File: config.mk
export PLATFORM = sky130hd
export DESIGN_NAME = product_display_driver
export DESIGN_NICKNAME = d
export VERILOG_FILES = /design/src/rtl/product_display_driver_pkg.sv /design/src/rtl/product_display_driver_seg7.sv /design/src/rtl/product_display_driver.sv
export SDC_FILE = /design/constraint.sdc
export NUM_CORES = 1
export LEC_CHECK = 0
export CAP_MARGIN = 20
export CORE_ASPECT_RATIO = 0.7
export CORE_MARGIN = 2
export CORE_UTILIZATION = 54
export DETAILED_ROUTE_END_ITERATION = 10
export MAX_ROUTING_LAYER = met4
export PLACE_DENSITY_LB_ADDON = 0.15
export SLEW_MARGIN = 20
export SYNTH_ARGS = -nofsm -noshare
export SYNTH_HDL_FRONTEND = slang
export SYNTH_SLANG_ARGS = --single-unit
File: constraint.sdc
create_clock -name clk -period 4.3 [get_ports clk]
set_clock_uncertainty 0.1 [all_clocks]
set_input_delay 0.645 -clock clk [delete_from_list [all_inputs] [get_ports clk]]
set_output_delay 0.645 -clock clk [all_outputs]
set_load 0.03 [all_outputs]
File: src/rtl/product_display_driver_pkg.sv
// Shared types and constants for the product display driver: FSM states,
// seven-segment codes and the double-dabble step count.
package product_display_driver_pkg;

    typedef enum logic [1:0] {
        ST_IDLE    = 2'd0,
        ST_CONVERT = 2'd1,
        ST_DISPLAY = 2'd2
    } state_t;

    localparam logic [6:0] SEG_0     = 7'h3F;
    localparam logic [6:0] SEG_1     = 7'h06;
    localparam logic [6:0] SEG_2     = 7'h5B;
    localparam logic [6:0] SEG_3     = 7'h4F;
    localparam logic [6:0] SEG_4     = 7'h66;
    localparam logic [6:0] SEG_5     = 7'h6D;
    localparam logic [6:0] SEG_6     = 7'h7D;
    localparam logic [6:0] SEG_7     = 7'h07;
    localparam logic [6:0] SEG_8     = 7'h7F;
    localparam logic [6:0] SEG_9     = 7'h6F;
    localparam logic [6:0] SEG_BLANK = 7'h00;

    localparam int CONV_STEPS = 6;

    function automatic logic [3:0] add3(input logic [3:0] n);
        return (n >= 4'd5) ? n + 4'd3 : n;
    endfunction

endpackage

File: src/rtl/product_display_driver_seg7.sv
// Combinational BCD to seven-segment lookup ({g,f,e,d,c,b,a}, active-high);
// non-decimal codes render blank.
module seg7_decoder
    import product_display_driver_pkg::*;
(
    input  logic [3:0] i_bcd,
    output logic [6:0] o_seg
);

    always_comb begin
        o_seg = SEG_BLANK;
        case (i_bcd)
            4'd0:    o_seg = SEG_0;
            4'd1:    o_seg = SEG_1;
            4'd2:    o_seg = SEG_2;
            4'd3:    o_seg = SEG_3;
            4'd4:    o_seg = SEG_4;
            4'd5:    o_seg = SEG_5;
            4'd6:    o_seg = SEG_6;
            4'd7:    o_seg = SEG_7;
            4'd8:    o_seg = SEG_8;
            4'd9:    o_seg = SEG_9;
            default: o_seg = SEG_BLANK;
        endcase
    end

endmodule

File: src/rtl/product_display_driver.sv
// Two-digit multiplexed display of a 6-bit product: serial double-dabble
// conversion followed by a free-running digit refresh.
//
// state      | meaning
// -----------+----------------------------------------------
// ST_IDLE    | nothing loaded yet, both digits blank
// ST_CONVERT | double-dabble running, one input bit per cycle
// ST_DISPLAY | tens/units registers hold a converted value
module product_display_driver
    import product_display_driver_pkg::*;
#(
    parameter int REFRESH_CNT_W = 10
) (
    input  logic       clk,
    input  logic       reset_n,
    input  logic [5:0] i_product,
    input  logic       i_valid,
    output logic       o_ready,
    output logic [6:0] o_segments,
    output logic       o_lsb_digit
);

    state_t                   r_state;
    logic [5:0]               r_bin;
    logic [7:0]               r_bcd;
    logic [2:0]               r_step;
    logic [3:0]               r_tens;
    logic [3:0]               r_units;
    logic                     r_loaded;
    logic [REFRESH_CNT_W-1:0] r_refresh;
    logic                     r_sel;

    logic       w_accept;
    logic [3:0] w_units_adj;
    logic [2:0] w_tens_lo;
    logic [7:0] w_bcd_shift;
    logic [3:0] w_digit;
    logic [6:0] w_seg_dec;
    logic       w_blank;

    assign o_ready  = (r_state != ST_CONVERT);
    assign w_accept = i_valid && o_ready;

    // Tens never exceeds 6, so only its low three bits survive the shift.
    assign w_units_adj = add3(r_bcd[3:0]);
    assign w_tens_lo   = r_bcd[6:4] + ((r_bcd[7:4] >= 4'd5) ? 3'd3 : 3'd0);
    assign w_bcd_shift = {w_tens_lo, w_units_adj, r_bin[5]};

    always_ff @(posedge clk or negedge reset_n) begin
        if (!reset_n) begin
            r_state  <= ST_IDLE;
            r_bin    <= '0;
            r_bcd    <= '0;
            r_step   <= '0;
            r_tens   <= '0;
            r_units  <= '0;
            r_loaded <= 1'b0;
        end else begin
            case (r_state)
                ST_IDLE, ST_DISPLAY: begin
                    if (w_accept) begin
                        r_bin   <= i_product;
                        r_bcd   <= '0;
                        r_step  <= '0;
                        r_state <= ST_CONVERT;
                    end
                end
                ST_CONVERT: begin
                    r_bcd  <= w_bcd_shift;
                    r_bin  <= {r_bin[4:0], 1'b0};
                    r_step <= r_step + 3'd1;
                    if (r_step == 3'(CONV_STEPS - 1)) begin
                        r_tens   <= w_bcd_shift[7:4];
                        r_units  <= w_bcd_shift[3:0];
                        r_loaded <= 1'b1;
                        r_state  <= ST_DISPLAY;
                    end
                end
                default: r_state <= ST_IDLE;
            endcase
        end
    end

    assign w_digit = r_sel ? r_units : r_tens;
    assign w_blank = !r_loaded || (!r_sel && (r_tens == 4'd0));

    seg7_decoder u_seg7 (
        .i_bcd (w_digit),
        .o_seg (w_seg_dec)
    );

    always_ff @(posedge clk or negedge reset_n) begin
        if (!reset_n) begin
            r_refresh   <= '0;
            r_sel       <= 1'b1;
            o_segments  <= SEG_BLANK;
            o_lsb_digit <= 1'b1;
        end else begin
            r_refresh <= r_refresh + REFRESH_CNT_W'(1);
            if (&r_refresh)
                r_sel <= ~r_sel;
            o_segments  <= w_blank ? SEG_BLANK : w_seg_dec;
            o_lsb_digit <= r_sel;
        end
    end

endmodule

==> out/qor.yml, run 1 <==
logic_synthesis:
  synth.area.mux_share_pct: 6.09
  synth_fa_ha_area_share_pct: 6.67
  yosysUniqueCellTypes: 34
  synth_top_cell_by_area: "dfrtp_1"
  synth_area_leaders: "dfrtp_1 52%, ha_1 5.7%, nand2_1 4.8%"
  syn_avg_cell_area_sq_um: 11.1
  synth_top_area_share_pct: 51.7
  synth_xor_area_share_pct: 5.23
  synth_simple_gate_area_share_pct: 14.2
  yosys_warnings: 0
  synth_seq_cells: 47
  synthTopCellsByCount: "45 x dfrtp_1, 28 x nand2_1, 15 x nor2_1"
  syn_area_sq_um: 2180
  syn_nets: 217
  synth_flop_cell: "dfrtp_1"
  yosysMostFrequentCell: "dfrtp_1"
  synth_compound_area_share_pct: 11.0
  synth_top_family_by_area: "simple AND/OR/NAND/NOR gates"
  yosysSeqAreaShare_pct: 54.1
  synthCells: 197
  async_flop_share_pct: 100
  synth_edf_count: 0
final_layout:
  antenna_cells: 0
  fin_area_sq_um: 2490
  nNetsFinal: 237
  stdcell_count: 270
  drive_gt1_share_pct: 11.0
  syn2layout_area_growth_pct: 14.3
clocking:
  clk_transition_reported_paths_ns: 0.09
  insertion_delay_ns: 0.30
  post_cts_buffers: 0
  post_cts_resized: 0
  cts_max_level: 2
  cts_root_buffer: "clkbuf_8"
  clockBufferDepth: 2
  cts_tree: "built"
  cts_hold_buf: 0
  clkSinkCount: 47
  cts_made_buffers: 5
route:
  routed_via_density: 5.30
  finalWirelength_um: 3750
  first_iter_violations: 150
  drtPass1Iterations: 4
  wl_per_cell_um: 13.9
  drc: 0
  vias: 1431
  postRouteAntennaNets: 0
power:
  powerDensity_nw_per_um2: 736
  vdd_drop_max_mv: 0.356
  leakagePower_uw: 0.00114
  power_uw: 1830
grt:
  grt_pass1_wl_um: 6700
  antenna_found_initial: 0
  grt_max_degree: 48
  grt_pass1_vias: 1457
  track_usage_pct: 19.9
  grt-ovfl-total: 0
floorplan:
  row_count: 19
  core_sq_um: 3900
  fp.dieW_um: 79.9
  start_util_pct: 55.8
  die_height_um: 57.1
  die-area_sq_um: 4560
  io_pins: 18
min_path:
  min_path_type: "in2async"
worst_setup_path:
  critPathBufInv: 3
  path_max_fanout: 14
  cp-startpoint: "r_state[0]"
  path_cells: "nor2b_1 > buf_4 > inv_1 > clkdlybuf4s50_1"
  crit_type: "reg2out"
  cp.arrival_ns: 2.12
  crit_cells: 4
  cp-end-kind: "output pin"
  critical-path-slowest-cell: "clkdlybuf4s50_1"
  required_ns: 3.56
  timing.rr.start: "r_bcd[5]"
  max_stage_delay_ns: 0.75
  r2r_cells: 7
  cp_top_family: "buffers and inverters"
  crit_path_start_kind: "flop"
place:
  placed_area_sq_um: 2390
  gp_congestion: 0.785
  dp_hpwl_um: 2700
  dp.cells: 262
  io_buffers: 17
sta:
  hold_violations: 0
  finalCritPeriodShare_pct: 66.7
  worst-slew-pin-transition_ns: 0.563
  slew_viol_final: 0
  whs_ns: 0.235
  tns_ns: 0
  rsz0062_at_grt: "false"
  min_period_ns: 2.87
  max_freq_mhz: 349
  slew_headroom_pct: 61.4
  setup_viol: 0
outcome:
  status: "finished, final reports clean"
job:
  max_cap_violations: 0
==> layout make-up <==
class / instances / area (sq um)
repair buffers: 18 / 175
inverters: 8 / 30.0
clock buffers: 6 / 82.6
multi-input cells: 137 / 940
flip-flops and latches: 47 / 1180
fillers: 312 / 1410
clock inverters: 2 / 16.3
well taps: 52 / 65.1
==> cells by family (layout without fill, tap and decap cells) <==
logic type,count (synthesis),in the layout
AOI/OAI and AO/OA,37,37
and+or+nand+nor,64,64
buffers and inverters,13,34
xor gates and xnor gates,13,13
DFF,47,47
muxes,12,12
adders and majority gates,11,11
==> per-stage QoR <==
step	setup slack, ns	utilization, %
floorplan	2.42	-
global placement	1.83	61.2
detailed placement	1.77	61.2
CTS	1.41	63.7
global route	1.33	63.8
finish	1.43	63.8
==> report_power, final <==
part	total (uW)	internal, uW	switching (uW)
sequential	714	601	112
combinational	839	375	465
clock	279	131	148
total	1830	1110	725
==> sequential cells by signal, summed over array words and instances (netlist names) <==
register,flops
r_sel,1
r_bin,6
r_bcd,8
r_state,2
r_units,4
r_step,3
r_loaded,1
r_refresh,10
o_lsb_digit,1
r_tens,4
o_segments,7
==> path summary, 6_finish.rpt <==
kind                                 end  slack (ns)
setup reg to reg                r_bcd[6]        2.29
min in group clk             o_lsb_digit        0.35
max in group asynchronous  o_segments[4]        3.47
hold reg to reg              o_lsb_digit        0.35
setup / recovery                 o_ready        1.43
hold / removal              r_refresh[5]        0.23
==> metal layers <==
layer  GRT usage, %  up-vias  share of wire [%]
met5              -        -                  0
met4           8.47        0                1.7
met3           4.27        7                2.8
met2           29.3       23                 46
met1           27.1      694                 49
li1               -      707                  -
==> cells in the final DEF (no fill, tap or decap), types with 2 or more instances in the layout <==
cell type        synthesis  final
xnor2_1                  6      6
mux2i_1                  4      4
nor2_1                  15     15
dfrtp_1                 45     45
inv_1                    8      8
a21oi_1                  6      6
a31oi_1                  5      5
o21ai_0                 12     12
clkdlybuf4s50_1          0     16
o21ai_1                  2      2
clkbuf_8                 0      6
buf_4                    0      2
nand2_1                 28     28
ha_1                    10     10
o22ai_1                  2      2
nor2b_1                  3      3
nand3_1                  5      5
nand4_1                  2      2
dfstp_2                  2      2
xor2_1                   7      7
a22o_1                   6      6
a22oi_1                  2      2
mux2_2                   7      7
nand2b_1                 5      5
Power figures use the tool's default switching activity.
==> run 2, diff against run 1 <==
--- a/config.mk
+++ b/config.mk
@@ -8,7 +8,7 @@
 export CAP_MARGIN = 20
 export CORE_ASPECT_RATIO = 0.7
 export CORE_MARGIN = 2
-export CORE_UTILIZATION = 54
+export CORE_UTILIZATION = 51
 export DETAILED_ROUTE_END_ITERATION = 10
 export MAX_ROUTING_LAYER = met4
 export PLACE_DENSITY_LB_ADDON = 0.15
==> constraint.sdc (replaced) <==
create_clock -name clk -period 2.4 [get_ports clk]
set_clock_uncertainty 0.1 [all_clocks]
set_input_delay 0.36 -clock clk [delete_from_list [all_inputs] [get_ports clk]]
set_output_delay 0.36 -clock clk [all_outputs]
set_load 0.03 [all_outputs]
==> run 2 against run 1 <==
Core utilization fell by 1.3 points. Hold slack improved by 0.11 ns. Via count rose by 2.3%. Sequential power rose by 81%. Worst setup slack got worse by 1.2 ns. Highest routed layer unchanged. Combinational power rose by 84%. Register-to-register slack got worse by 1.9 ns.
==> out/qor.yml, run 2 (synthesis results as in run 1) <==
floorplan:
  io_pins: 18
  row_count: 19
  core_sq_um: 4020
  die-area_sq_um: 4820
  start_util_pct: 54.2
  die_height_um: 58.7
  fp.dieW_um: 82.1
clocking:
  insertion_delay_ns: 0.29
  clkSinkCount: 47
  clockBufferDepth: 2
  post_cts_resized: 0
  post_cts_buffers: 0
  clk_transition_reported_paths_ns: 0.08
  cts_tree: "built"
  cts_made_buffers: 5
  cts_max_level: 2
  cts_root_buffer: "clkbuf_8"
  cts_hold_buf: 1
final_layout:
  drive_gt1_share_pct: 12.1
  final_common_cell: "dfrtp_1"
  final_cell_mix: "45 x dfrtp_1, 28 x nand2_1, 16 x clkdlybuf4s50_1, 15 x nor2_1, 12 x o21ai_0"
  syn2layout_area_growth_pct: 15.3
  antenna_cells: 0
  largest-register: "r_refresh"
  reg_top3: "r_refresh x10, r_bcd x8, o_segments x7"
  largest_reg_flops: 10
  nNetsFinal: 242
route:
  postRouteAntennaNets: 0
  vias: 1464
  finalWirelength_um: 3970
  drtPass1Iterations: 4
  drc: 0
  routed_via_density: 5.32
  first_iter_violations: 136
  wl_per_cell_um: 14.5
worst_setup_path:
  crit_cells: 3
  path_cells: "nor2b_1 > inv_1 > clkdlybuf4s50_1"
  crit_type: "reg2out"
  required_ns: 1.94
  cp.arrival_ns: 1.70
  critical-path-slowest-cell: "clkdlybuf4s50_1"
  path_max_fanout: 8
  cp-end-kind: "output pin"
  cp_top_family: "buffers and inverters"
  r2r_cells: 4
  critPathBufInv: 2
  crit_path_start_kind: "flop"
  max_stage_delay_ns: 0.67
job:
  max_cap_violations: 0
sta:
  tns_ns: 0
  rsz0062_at_grt: "false"
  max_freq_mhz: 463
  hold_violations: 0
  worst-slew-pin-transition_ns: 0.607
  min_period_ns: 2.16
  slew_viol_final: 0
  setup_viol: 0
  setup_slack_ns: 0.241
  slew_headroom_pct: 59.4
  finalCritPeriodShare_pct: 90.0
  whs_ns: 0.348
grt:
  grt_use_met3_pct: 4.91
  busiest_layer: "met2"
  grt_max_degree: 24
  met1_usage_pct: 27.6
  track_usage_pct: 20.0
  antenna_found_initial: 0
  grt_pass1_wl_um: 6910
  grt_util_met2_pct: 29.4
  grt-ovfl-total: 0
  grt_pass1_vias: 1460
place:
  pre_cts_ws_ns: 0.426
  gp_congestion: 0.783
  dp_hpwl_um: 2950
  io_buffers: 17
power:
  vdd_drop_max_mv: 0.787
  leakagePower_uw: 0.00116
  powerDensity_nw_per_um2: 1310
min_path:
  min_path_type: "reg2reg"
  hold_path_depth: 0
outcome:
  status: "finished, final reports clean"
## run 2: area by class of cell
type	instances	area, sq um
fillers	328	1510
flip-flops and latches	47	1180
multi-input cells	137	940
repair buffers	23	213
clock buffers	6	72.6
well taps	52	65.1
inverters	8	30.0
clock inverters	2	12.5
## run 2: layer usage
layer  vias to the layer above  share of wire [%]
met2                        33                 46
li1                        720                  -
met3                         4                5.6
met5                         -                  0
met1                       707                 48
met4                         0               0.75
## run 2: where the power goes
group          leakage (uW)  internal [uW]  switching [uW]  total, uW
sequential         0.000576           1080             212       1290
clock             0.0000412            204             254        458
combinational      0.000539            686             851       1540
total               0.00116           1970            1320       3280
## run 2: worst register-to-register path, delay by kind of cell, from the launching register on
family / cells / cell delay [ns]
DFF: 1 / 0.47
muxes: 1 / 0.43
and+or+nand+nor: 2 / 0.65
buffers and inverters: 1 / 0.23
## run 2: stage by stage
stage,utilization [%],area [sq um],cells,power (uW)
2_1_floorplan,-,2180,197,2360
3_3_place_gp,60.1,2420,266,2730
3_5_place_dp,60.1,2420,266,2840
4_1_cts,62.5,2510,275,3310
5_1_grt,62.5,2510,275,3540
6_report,62.5,2510,275,3280
## run 2: final timing paths
check                      slack (ns)          end       start
max                              0.24      o_ready  r_state[0]
min                              0.35  o_lsb_digit       r_sel
max reg2reg                      0.42   r_units[2]  r_state[0]
min reg2reg                      0.35  o_lsb_digit       r_sel
max in group asynchronous        1.16    r_tens[0]     reset_n
min in group asynchronous        0.46     r_bcd[5]     reset_n
==> run 3, diff against run 2 <==
--- a/config.mk
+++ b/config.mk
@@ -9,10 +9,11 @@
 export CORE_ASPECT_RATIO = 0.7
 export CORE_MARGIN = 2
 export CORE_UTILIZATION = 51
+export CTS_CLUSTER_DIAMETER = 150
 export DETAILED_ROUTE_END_ITERATION = 10
 export MAX_ROUTING_LAYER = met4
 export PLACE_DENSITY_LB_ADDON = 0.15
-export SLEW_MARGIN = 20
+export SLEW_MARGIN = 10
 export SYNTH_ARGS = -nofsm -noshare
 export SYNTH_HDL_FRONTEND = slang
 export SYNTH_SLANG_ARGS = --single-unit
==> results of run 3 <==
Same layout as run 2: the final DEF is identical, and so are final timing and power.
